`src/rtl/sort_sched_pkg.sv`:
```
// sort_sched_pkg: shared FSM state type for the sort job scheduler
package sort_sched_pkg;
  typedef enum logic [1:0] {CLEAR, IDLE, LOAD, DRAIN} state_e;
endpackage

```
`src/rtl/rr_arbiter.sv`:
```
// rr_arbiter: one-hot cyclic pick of the first request at or above ptr_i
module rr_arbiter #(
  parameter int N  = 4,
  parameter int PW = $clog2(N)
) (
  input  logic [N-1:0]  req_i,
  input  logic [PW-1:0] ptr_i,
  output logic [N-1:0]  gnt_o
);
  logic [PW-1:0] w_idx;
  always_comb begin
    gnt_o = '0;
    w_idx = '0;
    for (int i = N - 1; i >= 0; i--) begin
      w_idx = PW'((int'(ptr_i) + i) % N);
      if (req_i[w_idx]) begin
        gnt_o = '0;
        gnt_o[w_idx] = 1'b1;
      end
    end
  end
endmodule

```
`src/rtl/sort_job_scheduler.sv`:
```
// sort_job_scheduler: round-robin time-sharing of one counting-sort engine with a stall watchdog
module sort_job_scheduler
  import sort_sched_pkg::*;
#(
  parameter int NUM_REQ    = 4,
  parameter int DATA_WIDTH = 5,
  parameter int DATA_SIZE  = 4,
  parameter int TIMEOUT    = 256,
  parameter int CNT_WIDTH  = 16
) (
  input  logic                            clk_i,
  input  logic                            rst_ni,
  input  logic [NUM_REQ-1:0]              req_valid_i,
  input  logic [NUM_REQ*DATA_WIDTH-1:0]   req_data_i,
  output logic [NUM_REQ-1:0]              req_ready_o,
  output logic [NUM_REQ-1:0]              resp_valid_o,
  output logic [DATA_WIDTH-1:0]           resp_data_o,
  input  logic [NUM_REQ-1:0]              resp_ready_i,
  output logic                            eng_write_valid_o,
  input  logic                            eng_write_ready_i,
  output logic [DATA_WIDTH-1:0]           eng_write_data_o,
  input  logic                            eng_read_valid_i,
  output logic                            eng_read_ready_o,
  input  logic [DATA_WIDTH-1:0]           eng_read_data_i,
  output logic                            eng_clear_o,
  output logic [NUM_REQ-1:0]              grant_o,
  output logic                            busy_o,
  output logic                            abort_o,
  output logic [CNT_WIDTH-1:0]            job_count_o
);
  localparam int PW = $clog2(NUM_REQ);
  localparam int BW = $clog2(DATA_SIZE) + 1;
  localparam int WW = (TIMEOUT > 0) ? $clog2(TIMEOUT + 1) : 1;
  state_e                r_state, w_state_nx;
  logic [NUM_REQ-1:0]    r_grant, w_grant_nx, w_win;
  logic [PW-1:0]         r_rr_ptr, w_rr_ptr_nx, w_gidx, w_ptr_after;
  logic [BW-1:0]         r_beat, w_beat_nx;
  logic [WW-1:0]         r_wdog, w_wdog_nx;
  logic [CNT_WIDTH-1:0]  r_jobs, w_jobs_nx;
  logic                  w_req_v, w_resp_r, w_wr_hs, w_rd_hs, w_hs, w_last, w_timeout;
  logic [DATA_WIDTH-1:0] w_req_d;

  rr_arbiter #(.N(NUM_REQ), .PW(PW)) u_arb (
    .req_i (req_valid_i),
    .ptr_i (r_rr_ptr),
    .gnt_o (w_win)
  );

  always_comb begin
    w_gidx   = '0;
    w_req_v  = 1'b0;
    w_req_d  = '0;
    w_resp_r = 1'b0;
    for (int k = 0; k < NUM_REQ; k++) begin
      if (r_grant[k]) begin
        w_gidx   = PW'(k);
        w_req_v  = req_valid_i[k];
        w_req_d  = req_data_i[k*DATA_WIDTH +: DATA_WIDTH];
        w_resp_r = resp_ready_i[k];
      end
    end
  end

  assign eng_write_valid_o = (r_state == LOAD) && w_req_v;
  assign eng_write_data_o  = (r_state == LOAD) ? w_req_d : '0;
  assign req_ready_o       = ((r_state == LOAD) && eng_write_ready_i) ? r_grant : '0;
  assign resp_valid_o      = ((r_state == DRAIN) && eng_read_valid_i) ? r_grant : '0;
  assign eng_read_ready_o  = (r_state == DRAIN) && w_resp_r;
  assign resp_data_o       = (r_state == DRAIN) ? eng_read_data_i : '0;
  assign eng_clear_o       = (r_state == CLEAR);
  assign grant_o           = r_grant;
  assign busy_o            = (r_state == LOAD) || (r_state == DRAIN);
  assign job_count_o       = r_jobs;
  assign abort_o           = w_timeout;

  assign w_wr_hs     = eng_write_valid_o && eng_write_ready_i;
  assign w_rd_hs     = eng_read_ready_o && eng_read_valid_i;
  assign w_hs        = w_wr_hs || w_rd_hs;
  assign w_last      = (r_beat == BW'(DATA_SIZE - 1));
  assign w_ptr_after = (w_gidx == PW'(NUM_REQ - 1)) ? '0 : w_gidx + PW'(1);
  // A handshake in the final watchdog cycle keeps the job alive
  assign w_timeout   = (TIMEOUT != 0) && busy_o && !w_hs && (r_wdog == WW'(TIMEOUT - 1));

  always_comb begin
    w_state_nx  = r_state;
    w_grant_nx  = r_grant;
    w_rr_ptr_nx = r_rr_ptr;
    w_beat_nx   = r_beat;
    w_wdog_nx   = busy_o ? (w_hs ? '0 : r_wdog + WW'(1)) : r_wdog;
    w_jobs_nx   = r_jobs;
    unique case (r_state)
      CLEAR: w_state_nx = IDLE;
      IDLE: begin
        if (|req_valid_i) begin
          w_grant_nx = w_win;
          w_beat_nx  = '0;
          w_wdog_nx  = '0;
          w_state_nx = LOAD;
        end
      end
      LOAD: begin
        if (w_wr_hs) begin
          w_beat_nx  = w_last ? '0 : r_beat + BW'(1);
          w_state_nx = w_last ? DRAIN : LOAD;
        end
      end
      DRAIN: begin
        if (w_rd_hs) begin
          w_beat_nx = w_last ? '0 : r_beat + BW'(1);
          if (w_last) begin
            w_jobs_nx   = r_jobs + CNT_WIDTH'(1);
            w_rr_ptr_nx = w_ptr_after;
            w_grant_nx  = '0;
            w_state_nx  = CLEAR;
          end
        end
      end
    endcase
    if (w_timeout) begin
      w_rr_ptr_nx = w_ptr_after;
      w_grant_nx  = '0;
      w_beat_nx   = '0;
      w_state_nx  = CLEAR;
    end
  end

  always_ff @(posedge clk_i or negedge rst_ni) begin
    if (!rst_ni) begin
      r_state  <= CLEAR;
      r_grant  <= '0;
      r_rr_ptr <= '0;
      r_beat   <= '0;
      r_wdog   <= '0;
      r_jobs   <= '0;
    end else begin
      r_state  <= w_state_nx;
      r_grant  <= w_grant_nx;
      r_rr_ptr <= w_rr_ptr_nx;
      r_beat   <= w_beat_nx;
      r_wdog   <= w_wdog_nx;
      r_jobs   <= w_jobs_nx;
    end
  end
endmodule

```
`config.mk`:
```
export PLATFORM = sky130hd
export DESIGN_NAME = sort_job_scheduler
export DESIGN_NICKNAME = d
export VERILOG_FILES = /design/src/rtl/sort_sched_pkg.sv /design/src/rtl/rr_arbiter.sv /design/src/rtl/sort_job_scheduler.sv
export SDC_FILE = /design/constraint.sdc
export NUM_CORES = 1
export LEC_CHECK = 0
export BUFFER_PORTS_ARGS = -buffer_cell sky130_fd_sc_hd__buf_2
export CORE_MARGIN = 2
export CORE_UTILIZATION = 49
export CTS_BUF_LIST = sky130_fd_sc_hd__clkbuf_4 sky130_fd_sc_hd__clkbuf_8
export CTS_CLUSTER_DIAMETER = 80
export CTS_CLUSTER_SIZE = 16
export DETAILED_ROUTE_END_ITERATION = 6
export GPL_TIMING_DRIVEN = 0
export PLACE_DENSITY = 0.76
export SYNTH_ARGS = -nofsm -noshare
export SYNTH_HDL_FRONTEND = slang
export SYNTH_HIERARCHICAL = 1
export SYNTH_SLANG_ARGS = --single-unit
```
`constraint.sdc`:
```
create_clock -name clk_i -period 5.75 [get_ports clk_i]
set_input_delay 0.575 -clock clk_i [delete_from_list [all_inputs] [get_ports clk_i]]
set_output_delay 0.575 -clock clk_i [all_outputs]
set_load 0.005 [all_outputs]
```
==> results of run 1 <==
[flip-flops by register name, summed over array words and instances, names as in the netlist]
name         count
r_wdog           9
grant_o          4
r_state          2
job_count_o     16
r_rr_ptr         2
r_beat           3
[stage by stage]
stage,std cells,util [%],setup slack [ns]
finish,454,61.44,2.884
global route,454,61.44,2.726
CTS,454,61.44,2.882
detailed placement,446,59.67,3.225
global placement,446,59.67,3.225
floorplan,295,-,3.658
[power by group through the flow]
| stage | clock network [uW] | logic (uW) | registers [uW] |
|---|---|---|---|
| 2_1_floorplan | 0 | 625 | 341 |
| 3_3_place_gp | 0 | 813 | 353 |
| 3_5_place_dp | 0 | 830 | 354 |
| 4_1_cts | 200 | 834 | 350 |
| 5_1_grt | 211 | 937 | 358 |
| 6_report | 196 | 836 | 351 |
[routing by layer]
layer	up-vias	routed length, um	track usage (%)
li1	1260	-	-
met1	1275	3040	29.62
met2	69	3366	38.66
met3	10	308	3.281
met4	0	94	7.069
met5	-	0	0
[cell usage in the layout, fill, tap and decap left out, types with 3 or more instances in the layout]
cell / n
sky130_fd_sc_hd__clkbuf_8: 6
sky130_fd_sc_hd__o211ai_1: 4
sky130_fd_sc_hd__nand3b_1: 3
sky130_fd_sc_hd__clkbuf_1: 3
sky130_fd_sc_hd__o311ai_1: 5
sky130_fd_sc_hd__ha_1: 17
sky130_fd_sc_hd__nor2_1: 17
sky130_fd_sc_hd__and4_1: 3
sky130_fd_sc_hd__nand2_1: 26
sky130_fd_sc_hd__o211a_1: 5
sky130_fd_sc_hd__and2_1: 6
sky130_fd_sc_hd__buf_2: 80
sky130_fd_sc_hd__a31oi_1: 3
sky130_fd_sc_hd__nor3_1: 7
sky130_fd_sc_hd__nor2b_1: 6
sky130_fd_sc_hd__a211oi_1: 4
sky130_fd_sc_hd__mux4_2: 3
sky130_fd_sc_hd__mux2i_1: 5
sky130_fd_sc_hd__o21ai_0: 10
sky130_fd_sc_hd__o22ai_1: 5
sky130_fd_sc_hd__buf_6: 4
sky130_fd_sc_hd__nand3_1: 7
sky130_fd_sc_hd__inv_1: 14
sky130_fd_sc_hd__dfrtp_1: 36
sky130_fd_sc_hd__xnor2_1: 12
sky130_fd_sc_hd__nor3b_1: 7
sky130_fd_sc_hd__nand4_1: 4
sky130_fd_sc_hd__and3_1: 12
sky130_fd_sc_hd__a21oi_1: 15
sky130_fd_sc_hd__a221oi_1: 5
[Yosys cell counts, types with 5 or more instances]
cell | n | area, um2
sky130_fd_sc_hd__and2_1 | 6 | 37.54
sky130_fd_sc_hd__xnor2_1 | 12 | 105.1
sky130_fd_sc_hd__nor2_1 | 17 | 63.81
sky130_fd_sc_hd__inv_1 | 14 | 52.55
sky130_fd_sc_hd__nor2b_1 | 6 | 37.54
sky130_fd_sc_hd__dfrtp_1 | 36 | 900.9
sky130_fd_sc_hd__nand3_1 | 7 | 35.03
sky130_fd_sc_hd__ha_1 | 17 | 212.7
sky130_fd_sc_hd__nor3_1 | 7 | 35.03
sky130_fd_sc_hd__o211a_1 | 5 | 50.05
sky130_fd_sc_hd__o21ai_0 | 10 | 50.05
sky130_fd_sc_hd__mux2i_1 | 5 | 50.05
sky130_fd_sc_hd__nand2_1 | 26 | 97.59
sky130_fd_sc_hd__a21oi_1 | 15 | 75.07
sky130_fd_sc_hd__a221oi_1 | 5 | 43.79
sky130_fd_sc_hd__o22ai_1 | 5 | 31.28
sky130_fd_sc_hd__and3_1 | 12 | 75.07
sky130_fd_sc_hd__o311ai_1 | 5 | 43.79
sky130_fd_sc_hd__nor3b_1 | 7 | 52.55
[cell families after synthesis]
| logic type | Yosys count |
|---|---|
| and+or+nand+nor | 115 |
| xor gates and xnor gates | 15 |
| adders and majority gates | 17 |
| DFF | 36 |
| buffers and inverters | 27 |
| AOI/OAI and AO/OA | 74 |
| muxes | 11 |
[critical path: stages, from the launching register on]
cell and delay, ns:
sky130_fd_sc_hd__dfrtp_1 0.38, sky130_fd_sc_hd__ha_1 0.19, sky130_fd_sc_hd__and3_1 0.20, sky130_fd_sc_hd__and3_1 0.20, sky130_fd_sc_hd__and3_1 0.19, sky130_fd_sc_hd__ha_1 0.20
sky130_fd_sc_hd__o211ai_4 0.13, sky130_fd_sc_hd__nor2_2 0.32, sky130_fd_sc_hd__buf_2 0.19
[area by class of cell]
cell class	count	area [um2]
fill	494	2123
multi-input combinational	232	1758
sequential	36	900.9
timing repair buffer	79	395.4
clock buffer	7	90.09
tap	72	90.09
buffer	12	85.08
inverter	15	56.30
clock inverter	1	7.507
[worst max path at each step]
stage | cells after the start | from | end | slack, ns
after floorplan | 7 | r_wdog[0] | abort_o | 3.66
after global placement | 8 | r_state[0] | abort_o | 3.23
after detailed placement | 8 | r_state[0] | abort_o | 3.22
after CTS | 8 | r_wdog[0] | abort_o | 2.88
after global routing | 8 | r_wdog[0] | abort_o | 2.73
final | 8 | r_wdog[0] | abort_o | 2.88
==> impl_metrics.xml, run 1 <==
<?xml version="1.0" encoding="UTF-8"?>
<metrics>
  <group name="status">
    <metric name="outcome" unit="">finished clean</metric>
  </group>
  <group name="setup_path">
    <metric name="reg2reg_slack" unit="ns">3.42</metric>
    <metric name="crit_required" unit="ns">5.18</metric>
    <metric name="start_kind" unit="">flop</metric>
    <metric name="criticalPathCategory" unit="">flop to output port</metric>
    <metric name="path_max_fanout" unit="">7</metric>
    <metric name="cp_data_arrival_time" unit="ns">2.29</metric>
    <metric name="reg2regPathDepth" unit="">8</metric>
    <metric name="crit-reg2reg-capture" unit="">r_rr_ptr[0]</metric>
    <metric name="critPathCaptureType" unit="">output port</metric>
    <metric name="rr_startpoint" unit="">r_state[0]</metric>
  </group>
  <group name="routing">
    <metric name="routed_wirelength" unit="mm">6.810</metric>
    <metric name="post_drt_via_cell_ratio" unit="">5.758</metric>
    <metric name="dr.first_iter.drc_count" unit="">155</metric>
    <metric name="detail_route.first_pass.iterations" unit="">4</metric>
    <metric name="routed_wire_length_per_instance" unit="um">15.00</metric>
    <metric name="drt_drc_violations_left" unit="">0</metric>
    <metric name="dr_total_vias" unit="">2614</metric>
    <metric name="number_of_nets_with_antenna_violations_after_detailed_routing" unit="">0</metric>
  </group>
  <group name="clock_tree">
    <metric name="cts.hold.buffers_added" unit="">0</metric>
    <metric name="post_cts.repair.setup_buffers" unit="">0</metric>
    <metric name="cell_at_the_root_of_the_clock_tree" unit="">sky130_fd_sc_hd__clkbuf_8</metric>
    <metric name="tritoncts_buffer_count" unit="">5</metric>
    <metric name="clock_insertion_delay_worst_skew" unit="ns">0.28</metric>
    <metric name="clk_pin_slew" unit="ns">0.08</metric>
    <metric name="cts_tree" unit="">yes</metric>
    <metric name="cts.sink_count" unit="">36</metric>
    <metric name="ctsLongestPathBuffers" unit="">2</metric>
    <metric name="cts-resized-gates" unit="">0</metric>
    <metric name="cts_max_level" unit="">2</metric>
  </group>
  <group name="floorplanning">
    <metric name="rows" unit="">27</metric>
    <metric name="die_height" unit="um">79.60</metric>
    <metric name="die_width" unit="um">79.60</metric>
    <metric name="initial_utilization" unit="%">50.85</metric>
    <metric name="fp.dieArea" unit="mm2">0.006335</metric>
    <metric name="io_pins" unit="">80</metric>
    <metric name="floorplan.core_area" unit="mm2">0.005507</metric>
  </group>
  <group name="pwr">
    <metric name="switching_share" unit="%">45.67</metric>
    <metric name="irDropWorstVdd" unit="mV">0.1944</metric>
    <metric name="part_of_the_total_power_dissipated_in_combinational_logic" unit="%">60.5</metric>
    <metric name="total_switching_power" unit="uW">631.6</metric>
    <metric name="p_clk_share" unit="%">14.2</metric>
    <metric name="power_after_layout" unit="uW">1383</metric>
    <metric name="static-leakage-power" unit="uW">0.001737</metric>
    <metric name="internal_power" unit="uW">751.2</metric>
    <metric name="power_frac_seq" unit="%">25.4</metric>
    <metric name="pwr_density_cell" unit="mW/mm2">408.7</metric>
  </group>
  <group name="timing">
    <metric name="setup_clock_skew_after_layout" unit="ns">0.004842</metric>
    <metric name="final.period_utilization" unit="%">49.84</metric>
    <metric name="timing_max_transition_violations_final" unit="">0</metric>
    <metric name="rsz0062_at_grt" unit="">false</metric>
    <metric name="achievable-frequency" unit="MHz">348.9</metric>
    <metric name="final_period_minus_worst_setup_slack" unit="ns">2.866</metric>
    <metric name="worst_slew_pin_slew" unit="ns">0.8565</metric>
    <metric name="final-hold-violation-count" unit="">0</metric>
    <metric name="final.setup.tns" unit="ns">0</metric>
    <metric name="timing.final.setup_violations" unit="">0</metric>
    <metric name="slew_headroom" unit="%">42.37</metric>
    <metric name="timing.hold.ws" unit="ns">0.3818</metric>
  </group>
  <group name="global_routing">
    <metric name="grt_start_max_net_pins" unit="">37</metric>
    <metric name="track_usage" unit="%">22.64</metric>
    <metric name="grt_first_pass_wirelength" unit="mm">11.52</metric>
    <metric name="final_global_route_overflow_total" unit="">0</metric>
    <metric name="first_global_vias" unit="">2471</metric>
    <metric name="antenna_found_initial" unit="">0</metric>
  </group>
  <group name="placement">
    <metric name="final_wtd_congestion" unit="">0.8309</metric>
    <metric name="placement.io_buffers" unit="">79</metric>
    <metric name="detailed_place_hpwl" unit="mm">5.141</metric>
    <metric name="dpl-instance-area" unit="mm2">0.003286</metric>
  </group>
  <group name="logic_synthesis">
    <metric name="syn-mean-instance-area" unit="um2">9.492</metric>
    <metric name="syn-instance-count" unit="">295</metric>
    <metric name="synth-compound-area-share" unit="%">20.33</metric>
    <metric name="yosys.area_share.adder" unit="%">7.596</metric>
    <metric name="synth_simple_gate_area_share" unit="%">23.82</metric>
    <metric name="synth_seq_area_share" unit="%">32.17</metric>
    <metric name="async_reset_ff_share" unit="%">100.0</metric>
    <metric name="synth_top_family_by_area" unit="">simple AND/OR/NAND/NOR gates</metric>
    <metric name="syn_area" unit="mm2">0.002800</metric>
    <metric name="synth.net_count" unit="">349</metric>
    <metric name="synth_enable_flop_cells" unit="">0</metric>
    <metric name="post_synth_xor_xnor_area" unit="%">4.960</metric>
    <metric name="synthDistinctLibCells" unit="">68</metric>
    <metric name="synth.area.mux_share" unit="%">6.077</metric>
    <metric name="yosys_register_bits" unit="">36</metric>
    <metric name="ys_warn_count" unit="">6</metric>
    <metric name="dominantRegCellSynth" unit="">sky130_fd_sc_hd__dfrtp_1</metric>
  </group>
  <group name="layout">
    <metric name="finalInstanceArea" unit="mm2">0.003383</metric>
    <metric name="flow.area_growth_from_synthesis" unit="%">20.82</metric>
    <metric name="antenna-diode-count" unit="">0</metric>
    <metric name="layout-drive-gt1-share" unit="%">31.15</metric>
    <metric name="layout.nets" unit="">435</metric>
  </group>
  <group name="job">
    <metric name="cap_violations" unit="">0</metric>
  </group>
  <group name="hold_path">
    <metric name="min_delay_worst_type" unit="">primary input to async pin</metric>
  </group>
</metrics>
(Power assumes the default switching activity.)
==> inputs of run 2 (changes only) <==
--- a/config.mk
+++ b/config.mk
@@ -13,7 +13,7 @@
 export CTS_CLUSTER_SIZE = 16
 export DETAILED_ROUTE_END_ITERATION = 6
 export GPL_TIMING_DRIVEN = 0
-export PLACE_DENSITY = 0.76
+export PLACE_DENSITY = 0.79
 export SYNTH_ARGS = -nofsm -noshare
 export SYNTH_HDL_FRONTEND = slang
 export SYNTH_HIERARCHICAL = 1
==> constraint.sdc (replaced) <==
create_clock -name clk_i -period 2.35 [get_ports clk_i]
set_input_delay 0.235 -clock clk_i [delete_from_list [all_inputs] [get_ports clk_i]]
set_output_delay 0.235 -clock clk_i [all_outputs]
set_load 0.005 [all_outputs]
==> impl_metrics.xml, run 2 (synthesis gave the netlist of run 1 again) <==
<?xml version="1.0" encoding="UTF-8"?>
<metrics>
  <group name="status">
    <metric name="outcome" unit="">finished clean</metric>
  </group>
  <group name="layout">
    <metric name="layout.nets" unit="">439</metric>
    <metric name="flow.area_growth_from_synthesis" unit="%">22.70</metric>
    <metric name="antenna-diode-count" unit="">0</metric>
    <metric name="layout.cells.most_common_list" unit="">80 x sky130_fd_sc_hd__buf_2, 36 x sky130_fd_sc_hd__dfrtp_1, 26 x sky130_fd_sc_hd__nand2_1</metric>
    <metric name="layout.cells.most_common" unit="">sky130_fd_sc_hd__buf_2</metric>
    <metric name="finalInstanceArea" unit="mm2">0.003436</metric>
    <metric name="largest_register_ffs" unit="">16</metric>
    <metric name="num-fill-cells" unit="">463</metric>
    <metric name="layout-drive-gt1-share" unit="%">33.16</metric>
  </group>
  <group name="floorplanning">
    <metric name="initial_utilization" unit="%">50.85</metric>
    <metric name="rows" unit="">27</metric>
    <metric name="fp.dieArea" unit="mm2">0.006335</metric>
    <metric name="die_height" unit="um">79.60</metric>
    <metric name="die_width" unit="um">79.60</metric>
    <metric name="io_pins" unit="">80</metric>
    <metric name="floorplan.core_area" unit="mm2">0.005507</metric>
  </group>
  <group name="timing">
    <metric name="timing_max_transition_violations_final" unit="">0</metric>
    <metric name="final_period_minus_worst_setup_slack" unit="ns">2.239</metric>
    <metric name="final.period_utilization" unit="%">95.27</metric>
    <metric name="worst_slew_pin_slew" unit="ns">0.7868</metric>
    <metric name="slew_headroom" unit="%">47.06</metric>
    <metric name="final-hold-violation-count" unit="">0</metric>
    <metric name="achievable-frequency" unit="MHz">446.7</metric>
    <metric name="final.setup.tns" unit="ns">0</metric>
    <metric name="setup_clock_skew_after_layout" unit="ns">0.006863</metric>
    <metric name="timing.final.setup_violations" unit="">0</metric>
    <metric name="rsz0062_at_grt" unit="">false</metric>
  </group>
  <group name="clock_tree">
    <metric name="cts_tree" unit="">yes</metric>
    <metric name="tritoncts_buffer_count" unit="">5</metric>
    <metric name="cell_at_the_root_of_the_clock_tree" unit="">sky130_fd_sc_hd__clkbuf_8</metric>
    <metric name="cts.hold.buffers_added" unit="">0</metric>
    <metric name="ctsLongestPathBuffers" unit="">2</metric>
    <metric name="clk_pin_slew" unit="ns">0.08</metric>
    <metric name="clock_insertion_delay_worst_skew" unit="ns">0.29</metric>
    <metric name="cts.sink_count" unit="">36</metric>
    <metric name="cts_max_level" unit="">2</metric>
  </group>
  <group name="job">
    <metric name="cap_violations" unit="">0</metric>
  </group>
  <group name="setup_path">
    <metric name="crit_required" unit="ns">2.12</metric>
    <metric name="start_kind" unit="">flop</metric>
    <metric name="path_max_fanout" unit="">4</metric>
    <metric name="reg2reg_slack" unit="ns">0.16</metric>
    <metric name="reg2regPathDepth" unit="">7</metric>
    <metric name="cp-startpoint" unit="">r_wdog[0]</metric>
    <metric name="crit-reg2reg-capture" unit="">r_state[0]</metric>
    <metric name="rr_startpoint" unit="">r_state[0]</metric>
    <metric name="criticalPathCategory" unit="">flop to output port</metric>
    <metric name="critPathCaptureType" unit="">output port</metric>
    <metric name="cp_data_arrival_time" unit="ns">2.00</metric>
  </group>
  <group name="pwr">
    <metric name="static-leakage-power" unit="uW">0.001743</metric>
    <metric name="pwr_density_cell" unit="mW/mm2">989.1</metric>
    <metric name="power_after_layout" unit="uW">3399</metric>
    <metric name="irDropWorstVdd" unit="mV">0.4578</metric>
  </group>
  <group name="global_routing">
    <metric name="grt_first_pass_wirelength" unit="mm">11.55</metric>
    <metric name="antenna_found_initial" unit="">0</metric>
    <metric name="track_usage" unit="%">23.09</metric>
    <metric name="final_global_route_overflow_total" unit="">0</metric>
    <metric name="first_global_vias" unit="">2427</metric>
    <metric name="grt_start_max_net_pins" unit="">37</metric>
  </group>
  <group name="routing">
    <metric name="detail_route.first_pass.iterations" unit="">5</metric>
    <metric name="dr.first_iter.drc_count" unit="">116</metric>
    <metric name="routed_wirelength" unit="mm">6.958</metric>
    <metric name="number_of_nets_with_antenna_violations_after_detailed_routing" unit="">0</metric>
    <metric name="post_drt_via_cell_ratio" unit="">5.681</metric>
    <metric name="drt_drc_violations_left" unit="">0</metric>
    <metric name="routed_wire_length_per_instance" unit="um">15.19</metric>
    <metric name="dr_total_vias" unit="">2602</metric>
  </group>
  <group name="placement">
    <metric name="placement.io_buffers" unit="">79</metric>
    <metric name="final_wtd_congestion" unit="">0.8418</metric>
    <metric name="detailed_place_hpwl" unit="mm">5.203</metric>
    <metric name="dpl-instance-area" unit="mm2">0.003286</metric>
  </group>
  <group name="hold_path">
    <metric name="min_delay_worst_type" unit="">primary input to async pin</metric>
  </group>
</metrics>
==> run 2: cell types whose count changed in the layout (fill, tap and decap cells not counted), sizes merged <==
cell,delta
clkbuf,-2
clkinvlp,+1
clkinv,+1
buf,+4
==> run 2: repair_timing <==
action | 4_1_cts | 5_1_grt
endpoints found under the setup margin | 1 | 1
gates resized for setup | 2 | 5
pin swaps | 0 | 1
setup buffers | 0 | 4
==> run 2: worst max path at each step <==
stage,endpoint,cells past startpoint,slack (ns)
final,abort_o,8,0.11
after CTS,abort_o,8,0.01
after global routing,abort_o,8,0.02
after detailed placement,r_rr_ptr[0],8,0.05
after floorplan,r_rr_ptr[0],8,0.33
after global placement,r_rr_ptr[0],8,0.08
==> run 2: cell type report <==
type	instances	area, um2	area share, %
repair buffers	83	425.4	12.38
plain buffers	12	85.08	2.476
clock buffers	5	68.82	2.003
flip-flops and latches	36	900.9	26.22
multi-input cells	232	1785	51.97
clock inverters	3	23.77	0.6919
inverters	15	56.30	1.639
well taps	72	90.09	2.622
==> run 2: critical path, cell delays in order, from the launching register on <==
cell	delay [ns]
sky130_fd_sc_hd__dfrtp_1	0.37
sky130_fd_sc_hd__ha_2	0.20
sky130_fd_sc_hd__and3_4	0.18
sky130_fd_sc_hd__and3_4	0.19
sky130_fd_sc_hd__and3_1	0.16
sky130_fd_sc_hd__ha_2	0.19
sky130_fd_sc_hd__o211ai_4	0.11
sky130_fd_sc_hd__nor2_4	0.18
sky130_fd_sc_hd__buf_2	0.14
==> run 2: per-layer routing <==
metal  GRT usage, %  up-vias  part of all wire (%)
met2          38.24       94                    47
met1          30.63     1235                    46
li1               -     1271                     -
met3          5.090        2                   7.1
met5              0        -                     0
met4          6.034        0                  0.34
==> run 2: power breakdown <==
group          internal [uW]  switching [uW]
clock network            210             241
logic                    880            1210
registers                726             127
==> run 2: through the flow <==
step	setup slack [ns]	hold WS (ns)	util, %	instances
finish	0.1112	0.02038	62.39	458
global route	0.01828	0.08552	62.39	458
CTS	0.01238	0.04388	61.49	454
detailed placement	0.04744	0.3590	59.67	446
global placement	0.08029	0.3644	59.67	446
floorplan	0.3318	-0.06059	-	295
